### config.mk
export PLATFORM = sky130hd
export DESIGN_NAME = reg_bank_ctrl
export DESIGN_NICKNAME = d
export VERILOG_FILES = /design/src/rtl/reg_bank_pkg.sv /design/src/rtl/reg_bank_ctrl_rr_arbiter.sv /design/src/rtl/reg_bank_ctrl.sv
export SDC_FILE = /design/constraint.sdc
export NUM_CORES = 1
export LEC_CHECK = 0
export ABC_AREA = 0
export BUFFER_PORTS_ARGS = -buffer_cell sky130_fd_sc_hd__buf_2
export CAP_MARGIN = 0
export CORE_ASPECT_RATIO = 1.2
export CORE_MARGIN = 3
export CORE_UTILIZATION = 30
export DETAILED_ROUTE_END_ITERATION = 12
export PLACE_DENSITY = 0.48
export REMOVE_ABC_BUFFERS = 1
export SETUP_SLACK_MARGIN = 0.1
export SYNTH_ARGS = -nofsm -noshare
export SYNTH_HDL_FRONTEND = slang
export SYNTH_SLANG_ARGS = --single-unit
### constraint.sdc
create_clock -name clk -period 2.7 [get_ports clk]
set_input_delay 0.405 -clock clk [delete_from_list [all_inputs] [get_ports clk]]
set_output_delay 0.405 -clock clk [all_outputs]
set_load 0.005 [all_outputs]
### src/rtl/reg_bank_pkg.sv
// Shared types and helpers for the register bank write controller.
package reg_bank_pkg;

   typedef enum logic [1:0] {
      IDLE  = 2'd0,
      WRITE = 2'd1,
      CLEAR = 2'd2
   } state_t;

   function automatic int addr_width(input int depth);
      int w;
      if (depth > 1) begin
         w = $clog2(depth);
      end else begin
         w = 1;
      end
      return w;
   endfunction

endpackage

### src/rtl/reg_bank_ctrl_rr_arbiter.sv
// Combinational round-robin arbiter: search starts one past the last granted requester.
module rr_arbiter
   import reg_bank_pkg::*;
#(
   parameter int NREQ = 3,
   parameter int IW   = addr_width(NREQ)
) (
   input  logic [NREQ-1:0] req,
   input  logic [IW-1:0]   last_grant,
   output logic [NREQ-1:0] grant,
   output logic [IW-1:0]   grant_idx
);

   logic [IW:0] cand_s;
   logic [IW:0] idx_s;
   logic        found_s;

   // Walk the requesters in rotated priority order, take the first active one.
   always_comb begin
      grant     = '0;
      grant_idx = '0;
      found_s   = 1'b0;
      cand_s    = '0;
      idx_s     = '0;
      for (int k = 1; k <= NREQ; k++) begin
         cand_s = {1'b0, last_grant} + (IW+1)'(k);
         if (cand_s >= (IW+1)'(NREQ)) begin
            idx_s = cand_s - (IW+1)'(NREQ);
         end else begin
            idx_s = cand_s;
         end
         if (!found_s && req[idx_s[IW-1:0]]) begin
            found_s                 = 1'b1;
            grant[idx_s[IW-1:0]]    = 1'b1;
            grant_idx               = idx_s[IW-1:0];
         end else begin
            found_s = found_s;
         end
      end
   end

endmodule

### src/rtl/reg_bank_ctrl.sv
// Write controller for a small register bank: round-robin shared write port,
// sequenced clear and a combinational read port.
module reg_bank_ctrl
   import reg_bank_pkg::*;
#(
   parameter  int WIDTH = 4,
   parameter  int DEPTH = 4,
   parameter  int NREQ  = 3,
   localparam int AW    = addr_width(DEPTH)
) (
   input  logic                  clk,
   input  logic                  rst,
   input  logic [NREQ-1:0]       req_valid,
   input  logic [NREQ*AW-1:0]    req_addr,
   input  logic [NREQ*WIDTH-1:0] req_data,
   output logic [NREQ-1:0]       req_ready,
   output logic                  wr_err,
   input  logic                  clr_req,
   output logic                  clr_done,
   output logic                  busy,
   input  logic [AW-1:0]         rd_addr,
   output logic [WIDTH-1:0]      rd_data
);

   localparam int IW = addr_width(NREQ);

   state_t            state_r;
   logic [WIDTH-1:0]  bank_r [DEPTH];
   logic [IW-1:0]     win_id_r;
   logic [AW-1:0]     addr_r;
   logic [WIDTH-1:0]  data_r;
   logic [IW-1:0]     last_grant_r;
   logic [AW-1:0]     clr_cnt_r;

   logic [NREQ-1:0]   grant_s;
   logic [IW-1:0]     grant_idx_s;
   logic [AW-1:0]     sel_addr_s;
   logic [WIDTH-1:0]  sel_data_s;
   logic              wr_in_range_s;

   rr_arbiter #(
      .NREQ (NREQ),
      .IW   (IW)
   ) u_arb (
      .req        (req_valid),
      .last_grant (last_grant_r),
      .grant      (grant_s),
      .grant_idx  (grant_idx_s)
   );

   // One-hot AND-OR mux picking the winning requester's address and data.
   always_comb begin
      sel_addr_s = '0;
      sel_data_s = '0;
      for (int i = 0; i < NREQ; i++) begin
         sel_addr_s = sel_addr_s | (req_addr[i*AW +: AW] & {AW{grant_s[i]}});
         sel_data_s = sel_data_s | (req_data[i*WIDTH +: WIDTH] & {WIDTH{grant_s[i]}});
      end
   end

   assign wr_in_range_s = (32'(addr_r) < DEPTH);

   // FSM, holding registers and bank storage.
   always_ff @(posedge clk) begin
      if (rst) begin
         state_r      <= IDLE;
         bank_r       <= '{default: '0};
         win_id_r     <= '0;
         addr_r       <= '0;
         data_r       <= '0;
         last_grant_r <= IW'(NREQ-1);
         clr_cnt_r    <= '0;
      end else begin
         case (state_r)
            IDLE: begin
               if (clr_req) begin
                  state_r   <= CLEAR;
                  clr_cnt_r <= '0;
               end else if (|req_valid) begin
                  win_id_r <= grant_idx_s;
                  addr_r   <= sel_addr_s;
                  data_r   <= sel_data_s;
                  state_r  <= WRITE;
               end else begin
                  state_r <= IDLE;
               end
            end
            WRITE: begin
               if (wr_in_range_s) begin
                  bank_r[addr_r] <= data_r;
               end
               last_grant_r <= win_id_r;
               state_r      <= IDLE;
            end
            CLEAR: begin
               bank_r[clr_cnt_r] <= '0;
               if (clr_cnt_r == AW'(DEPTH-1)) begin
                  clr_cnt_r <= '0;
                  state_r   <= IDLE;
               end else begin
                  clr_cnt_r <= clr_cnt_r + AW'(1);
               end
            end
            default: state_r <= IDLE;
         endcase
      end
   end

   // Outputs decode registered state only; rd_data is the combinational read port.
   always_comb begin
      busy     = (state_r != IDLE);
      clr_done = (state_r == CLEAR) && (clr_cnt_r == AW'(DEPTH-1));
      if (state_r == WRITE) begin
         req_ready = NREQ'(1'b1) << win_id_r;
         wr_err    = !wr_in_range_s;
      end else begin
         req_ready = '0;
         wr_err    = 1'b0;
      end
      if (32'(rd_addr) < DEPTH) begin
         rd_data = bank_r[rd_addr];
      end else begin
         rd_data = '0;
      end
   end

endmodule

==> reports/metrics.cfg <==
[outcome]
status = complete, no violations

[power_and_ir_drop]
seq_power_share = 0.454
power.switching_mw = 0.317
p_per_area_nw_per_um2 = 518
swShare = 0.293
vdd_drop_max_mv = 0.162
leakage_nw = 0.857
power_frac_comb = 0.205
p_clk_frac = 0.341
p_int_mw = 0.765

[floorplan]
die_area_um2 = 6710
die_width_um = 75.3
initial_core_util = 0.318
coreArea_um2 = 5440
die_y_um = 89.2
row_count = 29
ios = 36

[critical_path]
crit_arrival_ns = 2.50
cp-end-kind = register
cp.required_ns = 2.85
crit_type = reg -> reg
crit_path_start_kind = register
r2r_slack_ns = 0.35
reg2reg_to = addr_r[1]
reg2regPathDepth = 7
r2r-start = last_grant_r[0]
crit_slowest_cell = ha_1
cpPeakStageDelay_ns = 0.44
cp-endpoint = addr_r[1]
crit_path_start = last_grant_r[0]
cp_max_fo = 8
crit_chain = inv_1 > ha_1 > buf_4 > or2b_2 > a32o_1 > o21ai_0 > a41oi_1

[clock_tree]
cts_made_buffers = 5
root_buffer = clkbuf_8
postCtsSetupBuffers = 0
htreeDepth = 2
cts_max_path_buffers = 2
clock_latency_ns = 0.27
cts_tree = built
holdBufCountCts = 0
cts.sinks = 30
path_clk_slew_ns = 0.06
ctsResizeCount = 0

[synthesis]
yosysTopAreaCellShare = 0.347
synth_area_leaders = dfxtp_1 (35%), ha_1 (9.4%), o21ai_0 (7.5%)
synthArstFlopShare = 0
seq_area_frac_synth = 0.347
yosys_warnings = 0
synth_area_um2 = 1730
ys_seq_elements = 30
ys.flop_type = dfxtp_1
synth.largest_area_cell = dfxtp_1
synth_cell_types = 41
syn_inst = 190
syn_avg_cell_area_um2 = 9.10
synth_edf_count = 0

[timing]
hold_viol = 0
setup_viol_count_final = 0
finClkSkew_ns = 0.00395
fmax_mhz = 425
period_needed_ns = 2.35
post-route-period-util = 0.871
holdWs_ns = 0.430
slew_violations = 0
rsz0062_at_grt = no
fin_setup_tns_ns = 0

[routing]
routed_wl_um = 4650
wire_per_inst_um = 15.9
first_pass_iters = 4
postRouteAntennaNets = 0
route.detailed.drc = 0
viasPerCell = 5.36
drt_iter0_drc = 67
vias = 1570

[global_routing]
grt_util_all_layers = 0.147
met2_usage = 0.236
overflow = 0
met3_usage = 0.0337
busiest_layer = met2
grt_max_degree = 25
grt_pass1_wl_um = 7480
gr-usage-met1 = 0.193
grt_pass1_vias = 1559
antenna_found_initial = 0

[place]
hpwl_um = 3410
gp_congestion = 0.973
port-buffer-count = 34
place_area_um2 = 1980

[job]
drv_cap = 0

[finish]
n_antenna_cell = 0
drive_gt1_frac = 0.281
stdcell_area_um2 = 2090
register_area_um2 = 601
area_growth_pct = 20.8
multi_input_area_um2 = 1070
layout_common_cells = buf_2 (34), dfxtp_1 (30), nor2_1 (26), o21ai_0 (26), a22oi_1 (16)
final_common_cell = buf_2
fill_cells = 572
fin_nets = 269

[min_path]
min_path_type = in -> reg

flip-flops by register name, indices dropped and copies added (netlist names):
name and count:
bank_r 16, win_id_r 2, addr_r 2, last_grant_r 2, data_r 4, clr_cnt_r 2, state_r 2
per-layer routing:
layer	routed length (um)	vias up
met5	0	-
met4	24	0
met3	185	2
met2	2200	31
met1	2240	745
li1	-	792
how the worst min path moves through the flow:
stage                           start          to  cells after the start
after floorplan             bank_r[4]   bank_r[4]                      2
after global placement     bank_r[15]  bank_r[15]                      2
after detailed placement    bank_r[4]   bank_r[4]                      2
after CTS                     clr_req  state_r[1]                      3
after global routing      req_addr[4]   addr_r[0]                      3
final                         clr_req  state_r[1]                      3
worst max-delay path, delay by kind of cell (launching register included):
family	cells	cell delay, ns
simple gates	1	0.31
fa+ha+maj	1	0.44
flops	1	0.43
compound gates	3	0.71
buf+inv	2	0.34
Yosys cell counts, types with 2 or more instances:
cell,instances
inv_1,11
ha_1,13
a211oi_1,4
dfxtp_1,30
a22oi_1,16
a31oi_1,4
and4bb_2,2
nor3b_1,2
nand3_1,2
mux2i_1,3
a21oi_1,5
or2_2,2
or2b_2,2
a41oi_1,6
o21ai_0,26
nor3_1,3
mux4_2,4
nand2b_1,2
clkbuf_1,3
nand2_1,3
nor2_1,26
buf_4,2
stage by stage:
| step | total power, mW | worst slack [ns] | cells | utilization |
|---|---|---|---|---|
| 2_1_floorplan | 0.627 | 0.558 | 184 | - |
| 3_3_place_gp | 0.722 | 0.201 | 285 | 0.364 |
| 3_5_place_dp | 0.719 | 0.190 | 285 | 0.364 |
| 4_1_cts | 1.10 | 0.174 | 293 | 0.381 |
| 5_1_grt | 1.15 | 0.149 | 293 | 0.384 |
| 6_report | 1.08 | 0.349 | 293 | 0.384 |
power groups by stage:
stage	Clock [mW]	Combinational (mW)	Sequential, mW
6_report	0.369	0.222	0.492
3_5_place_dp	0	0.217	0.501
4_1_cts	0.386	0.219	0.492
5_1_grt	0.403	0.250	0.495
3_3_place_gp	0	0.220	0.502
2_1_floorplan	0	0.135	0.492
logic make-up after synthesis:
logic type | share of synthesized area
and+or+nand+nor | 0.164
muxes | 0.0839
other | 0.00217
buffers and inverters | 0.0420
adders and majority gates | 0.0941
DFF | 0.347
AOI/OAI and AO/OA | 0.266
final cells by class:
| cell class | count | area share |
|---|---|---|
| well taps | 62 | 0.0371 |
| multi-input cells | 143 | 0.513 |
| clock buffers | 7 | 0.0413 |
| inverters | 11 | 0.0198 |
| repair buffers | 39 | 0.0994 |
| clock inverters | 1 | 0.00240 |
| flip-flops and latches | 30 | 0.287 |
Power figures use the tool's default switching activity.
